==> config.mk <==
export PLATFORM = sky130hd
export DESIGN_NAME = ovf_seq_ctrl
export DESIGN_NICKNAME = d
export VERILOG_FILES = /design/src/rtl/ovf_seq_ctrl.sv
export SDC_FILE = /design/constraint.sdc
export NUM_CORES = 1
export LEC_CHECK = 0
export CORE_ASPECT_RATIO = 1.25
export CORE_MARGIN = 2
export CORE_UTILIZATION = 50
export CTS_CLUSTER_DIAMETER = 80
export DETAILED_ROUTE_END_ITERATION = 16
export HOLD_SLACK_MARGIN = 0.12
export PLACE_DENSITY = 0.79
export SETUP_SLACK_MARGIN = 0.3
export SLEW_MARGIN = 20
export SYNTH_ARGS = -nofsm -noshare
export SYNTH_HDL_FRONTEND = slang
export SYNTH_SLANG_ARGS = --single-unit
==> constraint.sdc <==
create_clock -name clk -period 2.4 [get_ports clk]
set_input_delay 0.48 -clock clk [delete_from_list [all_inputs] [get_ports clk]]
set_output_delay 0.48 -clock clk [all_outputs]
set_load 0.02 [all_outputs]
==> src/rtl/ovf_seq_ctrl.sv <==
// rtl/ovf_seq_ctrl.sv - start/o_ovf/i_ovf overflow handshake sequencer
// A start rise holds o_ovf high for D cycles, drops it until ack, then pulses i_ovf to re-arm.
module ovf_seq_ctrl #(
    parameter int MIN_DLY = 2,
    parameter int MAX_DLY = 20,
    parameter int LOW_MIN = 2,
    parameter int ACK_TO  = 16,
    parameter int CNT_W   = 5
) (
    input  logic             clk,
    input  logic             rst,
    input  logic             start,
    input  logic [CNT_W-1:0] dly,
    input  logic             ack,
    output logic             o_ovf,
    output logic             i_ovf,
    output logic             busy,
    output logic             done,
    output logic             err
);

    typedef enum logic [1:0] {IDLE, ARM, DROP, RELOAD} state_t;

    localparam logic [CNT_W-1:0] MIN_C = CNT_W'(MIN_DLY);
    localparam logic [CNT_W-1:0] MAX_C = CNT_W'(MAX_DLY);
    localparam logic [CNT_W-1:0] LOW_C = CNT_W'(LOW_MIN);
    localparam logic [CNT_W-1:0] ACK_C = CNT_W'(ACK_TO);

    state_t           state_q, state_d;
    logic [CNT_W-1:0] cnt_q, cnt_d;
    logic             start_q, start_d;
    logic             o_ovf_q, o_ovf_d;
    logic             i_ovf_q, i_ovf_d;
    logic             busy_q, busy_d;
    logic             done_q, done_d;
    logic             err_q, err_d;
    logic             rise;
    logic [CNT_W-1:0] dly_c;

    always_comb begin
        start_d = start;
        rise    = start & ~start_q;
        if (dly < MIN_C)      dly_c = MIN_C;
        else if (dly > MAX_C) dly_c = MAX_C;
        else                  dly_c = dly;

        state_d = state_q;
        cnt_d   = cnt_q;
        err_d   = err_q;
        case (state_q)
            IDLE: begin
                if (rise) begin
                    state_d = ARM;
                    cnt_d   = dly_c;
                end
            end
            ARM: begin
                if (cnt_q == 1) begin
                    state_d = DROP;
                    cnt_d   = 1;
                end else begin
                    cnt_d = cnt_q - 1'b1;
                end
            end
            DROP: begin
                // cnt_q is the index of the DROP cycle currently ending; a qualifying ack beats the timeout
                if (ack && cnt_q >= LOW_C) begin
                    state_d = RELOAD;
                    cnt_d   = '0;
                end else if (cnt_q >= ACK_C) begin
                    state_d = IDLE;
                    cnt_d   = '0;
                    err_d   = 1'b1;
                end else begin
                    cnt_d = cnt_q + 1'b1;
                end
            end
            RELOAD: begin
                state_d = IDLE;
                cnt_d   = '0;
            end
            default: begin
                state_d = IDLE;
                cnt_d   = '0;
            end
        endcase

        o_ovf_d = (state_d != DROP);
        i_ovf_d = (state_d == RELOAD);
        done_d  = (state_d == RELOAD);
        busy_d  = (state_d != IDLE);
    end

    always_ff @(posedge clk or posedge rst) begin
        if (rst) begin
            state_q <= IDLE;
            cnt_q   <= '0;
            start_q <= 1'b0;
            o_ovf_q <= 1'b1;
            i_ovf_q <= 1'b0;
            busy_q  <= 1'b0;
            done_q  <= 1'b0;
            err_q   <= 1'b0;
        end else begin
            state_q <= state_d;
            cnt_q   <= cnt_d;
            start_q <= start_d;
            o_ovf_q <= o_ovf_d;
            i_ovf_q <= i_ovf_d;
            busy_q  <= busy_d;
            done_q  <= done_d;
            err_q   <= err_d;
        end
    end

    assign o_ovf = o_ovf_q;
    assign i_ovf = i_ovf_q;
    assign busy  = busy_q;
    assign done  = done_q;
    assign err   = err_q;

endmodule
Word level (Yosys, flattened, before mapping). Index checks and enable logic that the tools add are counted.

Add/subtract/negate cells: 2. Multipliers: 0. Divide/modulo/power cells: 0. Order comparisons: 4. Equality and inequality tests: 7. Shift-type cells: 0. Muxes and demuxes: 12. Bitwise logic cells: 3. Reductions and logical operators: 4.

Operators with widths (count): $mux W5 (6); $pmux W5 S4 (1); $mux W2 (4); $pmux W2 S4 (1); $eq A2 B2 Y1 const B (3); $add A5 B1 Y5 const B (1); $eq A5 B1 Y1 const B (1); $ge A5 B2 Y1 const B (1); $ge A5 B5 Y1 const B (1); $gt A5 B5 Y1 const B (1); $lt A5 B2 Y1 const B (1); $sub A5 B1 Y5 const B (1); $ne A2 B2 Y1 const B (2); $reduce_and A3 Y1 (1); $eq A2 B1 Y1 const B (1); $logic_not A2 Y1 (1); $not A1 Y1 (2); $reduce_bool A2 Y1 (1); $and A1 B1 Y1 (1); $logic_and A1 B1 Y1 (1).

Register bits after elaboration: 12. Bits in latches: 0. Bits in writable memories: 0. ROM bits: 0. Input port bits: 9. Logic and storage cells: 39. Memories: 0.

Depth between registers and ports, before layout.
Depth in word-level cells: 5. Depth in mapped cells: 6.

Worst setup path before layout. Ideal clock, no wire load.

Path type: reg-to-reg. Start: register cnt_q[1]. End: register cnt_q[0]. Setup time: 76 ps. Arrival: 1733 ps. Required time: 2324 ps. Slack: 590 ps. Stages on the path, launching flop included: 7. Buffers on the path: 0. Period minus slack after synthesis: 1810 ps. Path through: dfrtp_1 > inv_1 > ha_1 > or4b_4 > and3_1 > or3_1 > o21ai_1.

Cells in the longest elaborated chain, start to end: 4.

RTL lines: start: declaration (line 30) `logic [CNT_W-1:0] cnt_q, cnt_d;`; start signal: assignment (line 106) `cnt_q <= cnt_d;`; $ge A5 B5 Y1 / $ge A5 B2 Y1 (equally long branches) (line 70, 67); $mux W5 / $logic_and A1 B1 Y1 (equally long branches) (line 70, 67); $mux W5 (line 67) `if (ack && cnt_q >= LOW_C) begin`; $pmux W5 S4 * (line 50) `case (state_q)`.

Every way passes the cells marked *; elsewhere a longest branch is shown, timed or not. A chain may end at the register's enable or synchronous reset.

Worst setup path after layout.
Start: register cnt_q[0]. End: register cnt_q[3].

Cells in the longest elaborated chain, start to end: 4.

RTL lines: $add A5 B1 Y5, or another cell as far along (line 75) `cnt_d = cnt_q + 1'b1;`; $mux W5 / $logic_and A1 B1 Y1 (equally long branches) (line 70, 67); $mux W5 (line 67); $pmux W5 S4 * (line 50).

Marks and branches as above.

==> impl_metrics.yaml <==
outcome:
  status: "completed"
placed_design:
  place_congestion: 0.9213
  place_hpwl_mm: 1.299
  numPortBuffers: 13
  pre_cts_ws_ns: 0.3770
global_routing:
  grtUsageTotal_pct: 21.60
  grt_pass1_wl_mm: 2.967
  grt_pass1_vias: 706
  grt_max_degree: 13
  antenna_found_initial: 0
  grt.overflow.total: 0
yosys:
  synth_top_area_share_pct: 33.95
  yosysWarnings: 0
  syn_inst: 91
  synth_ff_type: "dfrtp_1"
  synth.most_common_cell: "dfrtp_1"
  syn_area_um2: 810.8
  synth_area_leaders: "dfrtp_1, ha_1, dfstp_2"
  async_flop_share_pct: 100.0
  synth_top_area_cell: "dfrtp_1"
  synth_cell_type_count: 38
  synth_xor_area_share_pct: 1.080
  synthMuxAreaShare_pct: 0
  postSynthAreaPerCell_um2: 8.910
  synth_adder_area_share_pct: 6.173
  synthTopCellsByCount: "dfrtp_1, nor2_1, inv_1"
  synth-compound-area-share_pct: 22.69
  yosysSeqAreaShare_pct: 37.19
  synth-edff-count: 0
  yosys.area_share.simple_pct: 25.77
  synth_top_family_by_area: "simple AND/OR/NAND/NOR gates"
  ys_ff_latch: 12
  syn-num-nets: 104
worst_setup_path:
  r2r_end: "cnt_q[3]"
  r2r_slack_ns: 0.34
  cp_data_required_time_ns: 2.60
  rr_worst_depth: 6
  slowest_delay_ns: 0.49
  worst_path_max_delay_cell: "or4_1"
  start_kind: "flop"
  cp.arrival_ns: 2.26
  cp_max_fo: 8
  cp_cell_sequence: "inv_1, ha_1, or4_1, a211oi_4, a221oi_1, o22ai_1"
  worst-setup-path-type: "reg2reg"
  rr_startpoint: "cnt_q[0]"
  critical_path.endpoint_type: "flop"
min_path:
  whs_endpoint: "err"
  hold_class: "reg2reg"
  holdPathStages: 2
  hold_start: "err"
sta:
  fin_crit_sh_pct: 85.69
  fmax_mhz: 486.2
  setup_slack_ns: 0.3434
  rsz0062_at_grt: "no"
  hold_violations: 0
  setup_viol: 0
  setup_tns_ns: 0
  slew_headroom_pct: 69.44
  maxSlewViolCount: 0
  fin_worst_skew_ns: 0.0007140
  min_period_ns: 2.057
  worstMarginPinSlew_ns: 0.4579
route:
  wl_per_cell_um: 15.24
  ant_nets: 0
  dr.pass1.iters: 4
  drc_errors: 0
  vias: 757
  viasPerCell: 6.256
  wl_mm: 1.844
  drt_iter0_drc: 42
floorplanning:
  row_count: 16
  ioPinCount: 14
  die_y_um: 49.02
  die_x_um: 40.02
  dieArea_um2: 1962
  core-area_um2: 1541
  start_util_pct: 52.60
cells_and_area:
  fillers: 133
  drive_gt1_share_pct: 10.68
  syn_to_final_growth_pct: 20.37
  nets: 117
  diodes: 0
clock_tree:
  clock_sinks: 12
  clockBufferDepth: 2
  h-tree-depth: 1
  cts-root-buf: "clkbuf_4"
  cts_setup_buffers: 0
  cts_buffers: 3
  clk_pin_slew_ns: 0.08
  clock_latency_ns: 0.28
  cts_tree: "done"
power:
  leakagePower_uw: 0.0004110
  p_total_uw: 1126
  peakVddDrop_v: 0.0008180
  p_per_area_nw_per_um2: 1153
run:
  drv_cap: 0
## repair_timing
item                                    in CTS  in global routing
endpoints found under the setup margin       0                  3
resized for setup                            0                  2
hold buffers                                 0                  0
## worst max path at each step
| stage | start | end | slack (ns) | cells after the start |
|---|---|---|---|---|
| 6_report | cnt_q[0] | cnt_q[3] | 0.34 | 6 |
| 3_3_place_gp | ack | cnt_q[4] | 0.44 | 5 |
| 5_1_grt | cnt_q[0] | cnt_q[3] | 0.28 | 6 |
| 4_1_cts | cnt_q[0] | cnt_q[3] | 0.35 | 6 |
| 3_5_place_dp | cnt_q[0] | cnt_q[3] | 0.38 | 6 |
| 2_1_floorplan | cnt_q[1] | cnt_q[0] | 0.59 | 6 |
## area by class of cell
type / count / area [um^2] / area share (%)
repair buffers: 14 / 137.6 / 14.10
flip-flops and latches: 12 / 301.5 / 30.90
multi-input cells: 67 / 465.4 / 47.69
inverters: 6 / 22.52 / 2.308
well taps: 18 / 22.52 / 2.308
clock buffers: 4 / 26.28 / 2.692
## critical path: cells and delay by family, from the launching register on
kind	cells	cell delay [ns]
and+or+nand+nor	1	0.49
AOI/OAI and AO/OA	3	0.68
DFF	1	0.48
buffers and inverters	1	0.14
adders and majority gates	1	0.20
## routing by layer
layer | share of wire [%] | GRT usage (%) | vias to the layer above
li1 | - | - | 358
met5 | 0 | 0 | -
met4 | 0.87 | 6.897 | 0
met2 | 52 | 34.95 | 32
met1 | 42 | 26.30 | 365
met3 | 4.9 | 5.936 | 2
## metrics by stage
stage	utilization, %	hold slack (ns)	std cells	area (um^2)
CTS	62.42	0.4737	121	962.2
global route	63.31	0.5036	121	975.9
detailed placement	60.71	0.4568	117	935.9
floorplan	-	0.3440	91	810.8
finish	63.31	0.4711	121	975.9
global placement	60.71	0.4501	117	935.9
## where the power goes
group          switching [uW]  leakage (uW)  internal, uW
registers                 144      0.000142           280
clock network            72.1     0.0000150          64.5
logic                     289      0.000254           276
## state kept, by name, summed over array words and instances, names as in the netlist
signal	count
start_q	1
state_q	2
o_ovf	1
cnt_q	5
done	1
err	1
busy	1
## layout by cell type (no fill, tap or decap), types with 2 or more instances in the layout
master           Yosys  final
o32a_1               2      2
nand2b_1             4      4
clkbuf_4             0      3
ha_1                 4      4
o21ai_0              5      5
and3_1               3      3
a21oi_1              5      5
nor2b_1              3      3
nor2_1               7      7
or3_1                2      2
dfrtp_1             11     11
clkdlybuf4s50_1      0     13
a311oi_1             2      2
or2_2                2      2
o22ai_1              2      2
o31ai_1              2      2
nor3_1               4      4
nand2_1              4      4
inv_1                6      6
## kinds of logic after synthesis
family / after synthesis
AOI/OAI and AO/OA: 26
and+or+nand+nor: 36
DFF: 12
xor gates and xnor gates: 1
buffers and inverters: 12
adders and majority gates: 4
Note: power is estimated with default switching activity, not from simulation.
